--- src/rtl/vga_timing_gen.sv ---
// VGA raster timing generator: scan counters, frame strobe, and sync/blank
// realignment of the returned pixel colour onto the DAC outputs.
module vga_timing_gen #(
    parameter int H_ACTIVE   = 640,
    parameter int H_FP       = 16,
    parameter int H_SYNC     = 96,
    parameter int H_BP       = 48,
    parameter int V_ACTIVE   = 480,
    parameter int V_FP       = 10,
    parameter int V_SYNC     = 2,
    parameter int V_BP       = 33,
    parameter int PIPE_DELAY = 1
) (
    input  logic        clk,
    input  logic        resetN,
    input  logic [7:0]  RGB_in,
    output logic [10:0] pixelX,
    output logic [10:0] pixelY,
    output logic        startOfFrame,
    output logic        hsync,
    output logic        vsync,
    output logic        blankN,
    output logic [7:0]  red,
    output logic [7:0]  green,
    output logic [7:0]  blue
);

    localparam int H_TOTAL = H_ACTIVE + H_FP + H_SYNC + H_BP;
    localparam int V_TOTAL = V_ACTIVE + V_FP + V_SYNC + V_BP;

    localparam logic [10:0] H_LAST   = 11'(H_TOTAL - 1);
    localparam logic [10:0] V_LAST   = 11'(V_TOTAL - 1);
    localparam logic [10:0] H_ACT    = 11'(H_ACTIVE);
    localparam logic [10:0] V_ACT    = 11'(V_ACTIVE);
    localparam logic [10:0] HS_START = 11'(H_ACTIVE + H_FP);
    localparam logic [10:0] HS_END   = 11'(H_ACTIVE + H_FP + H_SYNC);
    localparam logic [10:0] VS_START = 11'(V_ACTIVE + V_FP);
    localparam logic [10:0] VS_END   = 11'(V_ACTIVE + V_FP + V_SYNC);

    function automatic logic [7:0] expand3(input logic [2:0] c);
        return {c, c, c[2:1]};
    endfunction

    function automatic logic [7:0] expand2(input logic [1:0] c);
        return {c, c, c, c};
    endfunction

    logic [10:0] h_count;
    logic [10:0] v_count;
    logic        active_raw;
    logic        hs_raw;
    logic        vs_raw;
    logic        act_tap;

    logic [PIPE_DELAY:0] hs_dly;
    logic [PIPE_DELAY:0] vs_dly;
    logic [PIPE_DELAY:0] act_dly;

    // Stage p0: raster counters
    always_ff @(posedge clk or negedge resetN) begin
        if (!resetN) begin
            h_count <= '0;
            v_count <= '0;
        end else if (h_count == H_LAST) begin
            h_count <= '0;
            v_count <= (v_count == V_LAST) ? 11'd0 : v_count + 11'd1;
        end else begin
            h_count <= h_count + 11'd1;
        end
    end

    assign pixelX = h_count;
    assign pixelY = v_count;

    always_comb begin
        active_raw = (h_count < H_ACT) && (v_count < V_ACT);
        hs_raw     = !((h_count >= HS_START) && (h_count < HS_END));
        vs_raw     = !((v_count >= VS_START) && (v_count < VS_END));
    end

    always_ff @(posedge clk or negedge resetN) begin
        if (!resetN) begin
            startOfFrame <= 1'b0;
        end else begin
            startOfFrame <= (h_count == 11'd0) && (v_count == V_ACT);
        end
    end

    // Stages p1..pN: timing delay line, reset to inactive so no sync glitches while refilling
    if (PIPE_DELAY == 0) begin : g_single
        always_ff @(posedge clk or negedge resetN) begin
            if (!resetN) begin
                hs_dly  <= '1;
                vs_dly  <= '1;
                act_dly <= '0;
            end else begin
                hs_dly  <= hs_raw;
                vs_dly  <= vs_raw;
                act_dly <= active_raw;
            end
        end
        assign act_tap = active_raw;
    end else begin : g_multi
        always_ff @(posedge clk or negedge resetN) begin
            if (!resetN) begin
                hs_dly  <= '1;
                vs_dly  <= '1;
                act_dly <= '0;
            end else begin
                hs_dly  <= {hs_dly[PIPE_DELAY-1:0], hs_raw};
                vs_dly  <= {vs_dly[PIPE_DELAY-1:0], vs_raw};
                act_dly <= {act_dly[PIPE_DELAY-1:0], active_raw};
            end
        end
        assign act_tap = act_dly[PIPE_DELAY-1];
    end

    // Final stage: colour register, lands together with the last delay-line tap
    always_ff @(posedge clk or negedge resetN) begin
        if (!resetN) begin
            red   <= '0;
            green <= '0;
            blue  <= '0;
        end else if (act_tap) begin
            red   <= expand3(RGB_in[7:5]);
            green <= expand3(RGB_in[4:2]);
            blue  <= expand2(RGB_in[1:0]);
        end else begin
            red   <= '0;
            green <= '0;
            blue  <= '0;
        end
    end

    assign hsync  = hs_dly[PIPE_DELAY];
    assign vsync  = vs_dly[PIPE_DELAY];
    assign blankN = act_dly[PIPE_DELAY];

endmodule

--- config.mk ---
export PLATFORM = sky130hd
export DESIGN_NAME = vga_timing_gen
export DESIGN_NICKNAME = d
export VERILOG_FILES = /design/src/rtl/vga_timing_gen.sv
export SDC_FILE = /design/constraint.sdc
export NUM_CORES = 1
export LEC_CHECK = 0
export BUFFER_PORTS_ARGS = -buffer_cell sky130_fd_sc_hd__buf_2
export CORE_MARGIN = 1
export CORE_UTILIZATION = 49
export DETAILED_ROUTE_END_ITERATION = 7
export PLACE_DENSITY = 0.78
export SETUP_SLACK_MARGIN = 0.2
export SYNTH_ARGS = -nofsm -noshare
export SYNTH_HDL_FRONTEND = slang
export SYNTH_SLANG_ARGS = --single-unit
--- constraint.sdc ---
create_clock -name clk -period 2.4 [get_ports clk]
set_input_delay 0.24 -clock clk [delete_from_list [all_inputs] [get_ports clk]]
set_output_delay 0.24 -clock clk [all_outputs]
set_load 0.01 [all_outputs]
# After elaboration in Yosys (flattened, before gate mapping)
# Index checks and enable logic that the tools add are counted.
totals:
  reg_bits: 53
  in_bits: 10
  output_inout_bits: 50
op_classes:
  add_sub_neg: 2
  order_cmp: 6
  eq_ne: 3
  mux: 5
  reduce_logical: 7
op_table:
  columns: ["op", "n"]
  rows:
  - ["$mux 8", 3]
  - ["$add 11x1->11 const B", 2]
  - ["$eq 11x10->1 const B", 2]
  - ["$lt 11x10->1 const B", 2]
  - ["$lt 11x9->1 const B", 2]
  - ["$mux 11", 2]
  - ["$eq 11x9->1 const B", 1]
  - ["$ge 11x10->1 const B", 1]
  - ["$ge 11x9->1 const B", 1]
  - ["$logic_not 11->1", 1]
  - ["$logic_and 1x1->1", 4]
  - ["$logic_not 1->1", 2]

# Depth between registers and ports, before layout
# Gate-level depths: netlist of run 1.
logic_depth:
  ltp_word: 3
  depth_mapped: 6
  depth_no_buf: 6

# Worst setup path before layout of run 1
# Ideal clock, no wire load.
synth_path:
  kind: "register to register"
  startpoint: "register h_count[7] (netlist: pixelX[7])"
  endpoint: "register v_count[6] (netlist: pixelY[6])"
  setup_time_ns: 0.079
  t_arrival_ns: 1.940
  required_time_ns: 2.321
  setup_slack_ns: 0.381
  path_stages_with_launch: 7
  period_less_slack_ns: 2.019
  cell_sequence: "dfrtp_1 -> buf_6 -> or3b_1 -> or4_4 -> buf_6 -> nor3_4 -> xor2_1"
synth_between:
  elab_chain_len: 1
synth_rtl:
  columns: ["item", "line_no", "source"]
  rows:
  - ["start: declaration", "48", "logic [10:0] h_count;"]
  - ["start signal: assignment", "68", "h_count <= h_count + 11'd1;"]
  - ["$eq 11x10->1", "64", "end else if (h_count == H_LAST) begin"]
  - ["end signal: assignment", "66", "v_count <= (v_count == V_LAST) ? 11'd0 : v_count + 11'd1;"]
  - ["end: declaration", "49", "logic [10:0] v_count;"]
# Every way passes these cells.
# A chain may end at the register's enable or synchronous reset.

# Final worst setup path of run 1
layout_path:
  startpoint: "register h_count[4] (netlist: pixelX[4])"
  endpoint: "register v_count[8] (netlist: pixelY[8])"
# Same word-level chain as after synthesis.

==> results.cfg, run 1 <==
[global_route]
grt_pass1_vias = 1115
antenna_found_initial = 0
track_usage = 0.1893
overflow = 0
grt_max_degree = 38
grt_pass1_wl_mm = 5.126

[clocking]
cts_tree = built
cts-root-buf = clkbuf_4
post_cts_resized = 0
postCtsSetupBuffers = 0
clkSinkCount = 37
cts_buffers = 5
clock_path_buffers = 2
htree_levels = 2
hold_buffers = 1
clkTransAtPathRegs_ns = 0.12
insertion_delay_ns = 0.35

[setup_path]
end_kind = flip-flop
crit_chain = or3b_1 -> or4_4 -> nor4_2 -> xor2_1
r2r_slack_ns = 0.32
required_ns = 2.67
cp.arrival_ns = 2.35
timing.rr.end = pixelY[8]$_DFFE_PN0N_
critical_path.top_delay_family = simple AND/OR/NAND/NOR gates
start_kind = flip-flop
r2r-start = pixelX[4]$_DFF_PN0_
slowest_delay_ns = 0.65
path_buf_inv = 0
path_class = reg2reg
reg2regPathDepth = 4
cp_max_fo = 12
cpMaxStageDelayCell = or4_4

[sta]
max_freq_mhz = 481.7
worst_pin_slew_ns = 0.7974
fin_tns_setup_ns = 0
fin_crit_ns = 2.076
setup_viol = 0
finalClockSkew_ns = 0.01079
maxSlewHeadroom = 0.4684
fin_crit_sh = 0.8649
final_hold_viol_count = 0
slew_viol_final = 0
rsz0062_at_grt = no

[layout]
nets = 229
area_delta_synth_final_pct = 18.43
final_cells = 262
multiInputGateArea_sq_um = 654.4
drive_gt1_frac = 0.3657
diodes = 0
seq_area_sq_um = 930.9
nFillCells = 289

[power]
p_sw_frac = 0.2171
vdd.ir_drop.worst_mv = 0.3043
clockPowerShare = 0.402
p_leak_uw = 0.001039
comb_power_share = 0.047
p_seq_frac = 0.551
p_sw_uw = 249.9
power_density_nw_per_um2 = 552.8
intPower_uw = 901.0

[run_status]
outcome = finished, final reports clean

[min_path]
hold_start = RGB_in[3]
min_to = green[6]$_DFF_PN0_
hold_depth = 2
hold_path.class = in2reg

[yosys]
ys_seq_elements = 37
yosys_warnings = 0
synthDistinctLibCells = 34
syn_area_sq_um = 1758
syn_nets = 179
avgSynthCellArea_sq_um = 10.65
synth-async-reset-ratio = 1.000
syn_inst = 165
synth_ff_type = dfrtp_1
ys_seq_area_frac = 0.5295
synth-edff-count = 0

[detailed_routing]
dr.pass1.iters = 4
drtIter0Drc = 40
routed_via_density = 5.084
vias = 1332
antenna_left = 0
post-route-drc-count = 0
routedWlPerCell_um = 12.60
wl_mm = 3.302

[run]
maxCapViolCount = 0

[placement]
placed_cells = 253
routabilityCongestion = 0.8124
hpwlAfterDp_mm = 2.352
portBuffers = 59

[die]
core-area_sq_um = 3390
dieArea_sq_um = 3831
dieHeight_um = 61.90
initial_core_util = 0.5186
die_x_um = 61.90
ios = 60
rows = 21
[registers in the layout (all words and copies together) (netlist names)]
name          cells
green             3
startOfFrame      1
hs_dly            2
red               3
pixelX           11
act_dly           2
blue              2
pixelY           11
vs_dly            2
[kinds of logic after synthesis]
kind of cell / synth area share
buffers and inverters: 0.09822
adders and majority gates: 0.02847
AOI/OAI and AO/OA: 0.04697
and+or+nand+nor: 0.2320
xor gates and xnor gates: 0.06477
DFF: 0.5295
[worst max-delay path by stage]
stage                     slack [ns]  cells after the start                 from                    end
after floorplan                 0.38                      6  pixelX[7]$_DFF_PN0_  pixelY[6]$_DFFE_PN0N_
after global placement          0.38                      4  pixelX[4]$_DFF_PN0_  pixelY[8]$_DFFE_PN0N_
after detailed placement        0.33                      4  pixelX[4]$_DFF_PN0_  pixelY[8]$_DFFE_PN0N_
after CTS                       0.31                      4  pixelX[4]$_DFF_PN0_  pixelY[8]$_DFFE_PN0N_
after global routing            0.26                      4  pixelX[4]$_DFF_PN0_  pixelY[8]$_DFFE_PN0N_
final                           0.32                      4  pixelX[4]$_DFF_PN0_  pixelY[8]$_DFFE_PN0N_
[final cells by class]
| cell class | count | area share |
|---|---|---|
| flip-flops and latches | 37 | 0.4471 |
| repair buffers | 63 | 0.1575 |
| well taps | 46 | 0.02764 |
| inverters | 6 | 0.01082 |
| clock buffers | 6 | 0.02464 |
| multi-input cells | 102 | 0.3143 |
| clock inverters | 2 | 0.01803 |
[placed cells by master (no fill, tap or decap), types with 2 or more instances in the layout]
cell / n
nor4_1: 4
dfstp_2: 4
nand4_1: 4
nand2_1: 11
nand3_1: 13
a41oi_1: 2
nor2_1: 11
xor2_1: 9
o21ai_0: 9
o31ai_1: 2
and2_1: 9
buf_2: 59
dfrtp_1: 33
ha_1: 4
nor3_1: 3
xnor2_1: 4
and3_1: 3
clkbuf_4: 5
buf_4: 3
inv_1: 6
[cell usage after synthesis (2+ instances only)]
master    number  area (sq um)
clkbuf_1       2         7.510
a41oi_1        2         17.52
nor2_1        11         41.29
ha_1           4         50.05
and3_1         3         18.77
buf_4         16         120.1
o31ai_1        2         15.01
dfstp_2        4         105.1
nand4_1        4         25.02
nor3_1         3         15.01
xnor2_1        4         35.03
nor4_1         4         25.02
inv_1          6         22.52
dfrtp_1       33         825.8
xor2_1         9         78.83
and2_1         9         56.30
nand3_1       13         65.06
buf_6          2         22.52
nand2_1       11         41.29
o21ai_0        9         45.04
[power groups by stage]
stage	combinational (uW)	sequential [uW]	clock (uW)
after global routing	63.8	637	503
after detailed placement	54.4	646	0
after floorplan	31.4	651	0
after global placement	54.5	646	0
final	54.1	634	463
after CTS	55.8	634	471
[metal layers]
layer  vias up  track usage  share of wire
met2        61       0.3041           0.47
met1       611       0.2388           0.45
met5         -            0              0
li1        653            -              -
met3         7      0.04762          0.065
met4         0      0.09206          0.015
[per-stage QoR]
| stage | cell area, sq um | power [uW] | hold slack (ns) | setup slack [ns] | util |
|---|---|---|---|---|---|
| detailed placement | 1983 | 700.6 | 0.3468 | 0.3349 | 0.5851 |
| global placement | 1983 | 700.3 | 0.3464 | 0.3828 | 0.5851 |
| CTS | 2082 | 1161 | 0.08438 | 0.3145 | 0.6142 |
| global route | 2082 | 1204 | 0.07983 | 0.2595 | 0.6142 |
| floorplan | 1758 | 682.0 | -0.05559 | 0.3806 | - |
| finish | 2082 | 1151 | 0.08635 | 0.3242 | 0.6142 |
Note: power is estimated with default switching activity, not from simulation.
==> run 2: changes to the inputs <==
Settings changed: ABC_AREA set to 1, CORE_UTILIZATION 49 to 50.
==> run 2 against run 1 <==
Sequential power hardly changed. Highest routed layer unchanged. Synthesized cell count up 37%. Global-route usage up 2.1 points. Critical path type unchanged. Sequential cell count is the same. Sequential share of layout area fell by 3.1 points. Critical endpoint is now pixelY[9]$_DFFE_PN0N_. Via count rose by 21%. Non-clock buffer count shrank 4.
==> results.cfg, run 2 <==
[power]
p_leak_uw = 0.001254
vdd.ir_drop.worst_mv = 0.4528
power_density_nw_per_um2 = 550.8

[yosys]
synth_top_area_frac = 0.4325
avgSynthCellArea_sq_um = 8.448
syn_inst = 226
synth_commonest_cells = nand2_1, inv_1, dfrtp_1, nand3_1, nor2_1
synth-async-reset-ratio = 1.000
synth-edff-count = 0
synth_area_leaders = dfrtp_1, nand2_1, inv_1
ys_seq_area_frac = 0.4875
synthDistinctLibCells = 26
syn_area_sq_um = 1909
synth_ff_type = dfrtp_1
ys_seq_elements = 37
yosysMostFrequentCell = nand2_1
syn_nets = 240
netlist.top_cell.by_area = dfrtp_1
yosys_warnings = 0

[layout]
nets = 287
drive_gt1_frac = 0.2774
final_common_cell = buf_2
multiInputGateArea_sq_um = 695.7
area_delta_synth_final_pct = 17.17
nFillCells = 329
diodes = 0
seq_area_sq_um = 930.9
mostFrequentLayoutCells = buf_2, nand2_1, inv_1
final_area_sq_um = 2237

[detailed_routing]
routedWlPerCell_um = 11.57
vias = 1611
wl_mm = 3.726
antenna_left = 0
post-route-drc-count = 0
dr.pass1.iters = 4
drtIter0Drc = 120
routed_via_density = 5.003

[setup_path]
path_class = reg2reg
start_kind = flip-flop
required_ns = 2.58
slowest_delay_ns = 0.41
cpMaxStageDelayCell = dfrtp_1
crit_chain = ha_1 -> nand3_2 -> inv_2 -> nand3_2 -> nor2_8 -> inv_1 -> nand2_1 -> nand2_1
cp.arrival_ns = 1.81
r2r_slack_ns = 0.77
end_kind = flip-flop
cp_max_fo = 19

[placement]
hpwlAfterDp_mm = 2.747
dpl-instance-area_sq_um = 2121
portBuffers = 59
routabilityCongestion = 0.8788

[sta]
finalClockSkew_ns = 0.002432
max_freq_mhz = 612.1
final_hold_viol_count = 0
setup_viol = 0
worst_pin_slew_ns = 0.7904
fin_crit_sh = 0.6807
maxSlewHeadroom = 0.4730
fin_tns_setup_ns = 0
rsz0062_at_grt = no
fin_crit_ns = 1.634
slew_viol_final = 0
hold_slack_ns = 0.03413

[clocking]
htree_levels = 2
cts_buffers = 5
insertion_delay_ns = 0.29
post_cts_resized = 0
postCtsSetupBuffers = 0
clkTransAtPathRegs_ns = 0.07
clock_path_buffers = 2
cts_tree = built
clkSinkCount = 37
cts-root-buf = clkbuf_8
hold_buffers = 0

[global_route]
antenna_found_initial = 0
track_usage = 0.2102
grt_pass1_vias = 1404
grt_pass1_wl_mm = 6.299
overflow = 0
grt_max_degree = 38

[die]
ios = 60
core-area_sq_um = 3661
dieArea_sq_um = 4070
initial_core_util = 0.5215
die_x_um = 63.80
rows = 22
dieHeight_um = 63.80

[min_path]
hold_path.class = in2async

[run_status]
outcome = finished, final reports clean

[run]
maxCapViolCount = 0
==> run 2: changes by cell type after synthesis, sizes merged, moves of 3 or more <==
cell	change
inv	+31
and3	-4
xor2	-3
and2	-9
nand3	+8
nand2	+38
nor2	+10
o21ai	-3
nand4	+4
==> run 2: cells by family (layout without fill, tap and decap cells) <==
logic type	Yosys count	count (layout)	synth area share
xor gates and xnor gates	8	8	0.03670
DFF	37	37	0.4875
and+or+nand+nor	109	109	0.2661
buffers and inverters	56	104	0.1481
adders and majority gates	4	4	0.02621
AOI/OAI and AO/OA	12	12	0.03539
==> run 2: critical path: cells and delay by family (launching register included) <==
kind                     cells  cell delay [ns]
adder cells (fa/ha/maj)      1             0.22
buffers and inverters        2             0.27
flip-flops                   1             0.41
AND/OR/NAND/NOR              5             0.61
==> run 2: final cells by class <==
class | instances | area share
Sequential cell | 37 | 0.4161
Multi-Input combinational cell | 133 | 0.3110
Timing Repair Buffer | 59 | 0.1320
Inverter | 37 | 0.06208
Clock buffer | 7 | 0.03859
Tap cell | 48 | 0.02685
Clock inverter | 1 | 0.01342
==> run 2: power by group <==
group	internal [uW]	switching [uW]	leakage (uW)	total [uW]
registers	631	3.85	0.000460	635
logic	21.0	32.9	0.000735	53.9
clock network	338	205	0.0000585	544
==> run 2: worst paths after layout <==
path                                     startpoint  cells after the start                    end
worst min register to register  hs_dly[0]$_DFF_PN1_                      0    hs_dly[1]$_DFF_PN1_
worst min-delay path                         resetN                      1    pixelX[2]$_DFF_PN0_
worst max-delay path            pixelX[0]$_DFF_PN0_                      8  pixelY[9]$_DFFE_PN0N_
worst max register to register  pixelX[0]$_DFF_PN0_                      8  pixelY[9]$_DFFE_PN0N_
max in group asynchronous                    resetN                      1       red[6]$_DFF_PN0_
min in group clk                          RGB_in[5]                      3       red[5]$_DFF_PN0_
==> run 2: metrics by stage <==
stage / worst slack (ns) / instances / utilization / total power [uW]
after floorplan: 0.9650 / 226 / - / 682.3
after global placement: 0.8382 / 314 / 0.5793 / 700.7
after detailed placement: 0.7773 / 314 / 0.5793 / 702.2
after CTS: 0.7648 / 322 / 0.6111 / 1251
after global routing: 0.6207 / 322 / 0.6111 / 1305
final: 0.7662 / 322 / 0.6111 / 1232
==> run 2: routing by layer <==
| metal | share of wire | GRT usage |
|---|---|---|
| met1 | 0.44 | 0.2590 |
| met2 | 0.47 | 0.3191 |
| met3 | 0.074 | 0.08750 |
| met4 | 0.011 | 0.09659 |
| met5 | 0 | 0 |
==> run 3: changes to the inputs <==
Settings changed: CORE_UTILIZATION 50 to 46, PLACE_DENSITY 0.78 to 0.76.
Clock period 2.4 ns to 1.47 ns, I/O delays scaled along.
==> run 3 against run 2 <==
Clock-buffer cell count did not move. Clock skew up 0.0059 ns. Clock power up 41%. Sequential share of layout area is 5.4 points lower. Sequential power is 64% higher. Routed wire length up 21%. Power is 54% higher. Via count is 10% higher. Critical endpoint is now pixelX[3]$_DFF_PN0_.
==> results.cfg, run 3 (same netlist as run 2, synthesis figures left out) <==
[placement]
hpwlAfterDp_mm = 3.098
routabilityCongestion = 0.9119
portBuffers = 59

[detailed_routing]
routed_via_density = 5.008
post-route-drc-count = 0
dr.pass1.iters = 4
antenna_left = 0
drtIter0Drc = 113
routedWlPerCell_um = 12.71
wl_mm = 4.513
vias = 1778

[sta]
fin_crit_sh = 0.9254
finalClockSkew_ns = 0.008362
final_hold_viol_count = 0
max_freq_mhz = 735.1
worst_pin_slew_ns = 0.5469
fin_tns_setup_ns = 0
rsz0062_at_grt = yes
maxSlewHeadroom = 0.6354
setup_viol = 0
fin_crit_ns = 1.360
slew_viol_final = 0

[power]
p_leak_uw = 0.001419
finalPower_uw = 1895
vdd.ir_drop.worst_mv = 0.3977
power_density_nw_per_um2 = 733.6

[clocking]
cts-root-buf = clkbuf_8
cts_buffers = 5
insertion_delay_ns = 0.29
htree_levels = 2
clkTransAtPathRegs_ns = 0.07
clock_path_buffers = 2
clkSinkCount = 37
cts_tree = built

[global_route]
track_usage = 0.2109
grt_pass1_wl_mm = 6.913
grt_max_degree = 26
overflow = 0
grt_pass1_vias = 1609
antenna_found_initial = 0

[setup_path]
path_class = reg2reg
start_kind = flip-flop
cp_max_fo = 6
required_ns = 1.65
cp.arrival_ns = 1.54
end_kind = flip-flop

[layout]
area_delta_synth_final_pct = 35.32
diodes = 0
nets = 318
final_common_cell = buf_2
drive_gt1_frac = 0.4066
mostFrequentLayoutCells = buf_2, nand2_1, inv_1
nFillCells = 320

[min_path]
hold_path.class = in2reg

[die]
ios = 60
die_x_um = 66.43
initial_core_util = 0.4773
dieHeight_um = 66.43
rows = 23
dieArea_sq_um = 4412
core-area_sq_um = 4000

[run_status]
outcome = finished, final reports clean

[run]
maxCapViolCount = 0
[run 3: cell type report]
class,instances,area [sq um],share of cell area
Clock buffer,7,96.34,0.03729
Clock inverter,1,5.005,0.001937
Inverter,37,141.4,0.05472
Multi-Input combinational cell,133,765.7,0.2964
Sequential cell,37,934.6,0.3617
Tap cell,50,62.56,0.02421
Timing Repair Buffer,90,578.1,0.2237
[run 3: critical path: stages (launching register included)]
cell and delay [ns]:
dfrtp_1 0.40, ha_4 0.17, nand3_4 0.09, inv_4 0.08
nand3_4 0.08, nor2_8 0.16, buf_4 0.14, buf_6 0.10
nor2_1 0.04
[run 3: final timing paths]
path / slack, ns / depth (start not counted) / endpoint / startpoint
max in group asynchronous: 0.57 / 3 / pixelY[4]$_DFFE_PN0N_ / resetN
max: 0.11 / 8 / pixelX[3]$_DFF_PN0_ / pixelX[0]$_DFF_PN0_
max reg2reg: 0.11 / 8 / pixelX[3]$_DFF_PN0_ / pixelX[0]$_DFF_PN0_
min reg2reg: 0.36 / 0 / hs_dly[1]$_DFF_PN1_ / hs_dly[0]$_DFF_PN1_
min: 0.05 / 3 / green[6]$_DFF_PN0_ / RGB_in[3]
min in group asynchronous: 0.38 / 2 / pixelY[9]$_DFFE_PN0N_ / resetN
[run 3: power by group]
group	total [uW]	internal, uW	leakage, uW	switching [uW]
combinational	95.1	39.5	0.000910	55.6
clock	765	423	0.0000542	342
sequential	1040	1030	0.000455	5.74
[run 3: what timing repair did]
| action | 4_1_cts | 5_1_grt |
|---|---|---|
| hold buffers | 1 | 0 |
| hold endpoints to repair | 19 | 0 |
| pin swaps | 5 | 6 |
| gates cloned | 0 | 1 |
| setup buffers | 8 | 5 |
| setup endpoints to repair | 18 | 20 |
| gates resized for setup | 10 | 15 |
[run 3: stage by stage]
| stage | utilization | hold slack [ns] | std cells | area (sq um) | setup WS, ns |
|---|---|---|---|---|---|
| 3_5_place_dp | 0.5668 | 0.1662 | 332 | 2267 | 0.06316 |
| 5_1_grt | 0.6459 | 0.04911 | 355 | 2584 | 0.01403 |
| 2_1_floorplan | - | -0.1486 | 226 | 1921 | 0.08506 |
| 3_3_place_gp | 0.5668 | 0.1601 | 332 | 2267 | 0.09512 |
| 6_report | 0.6459 | 0.04724 | 355 | 2584 | 0.1097 |
| 4_1_cts | 0.6162 | 0.04165 | 349 | 2465 | 0.09937 |
[run 3: routing by layer]
layer	up-vias	track usage	routed length, um
li1	853	-	-
met1	844	0.2645	1924
met2	73	0.3380	2232
met3	8	0.04828	279
met4	0	0.1064	76
met5	-	0	0
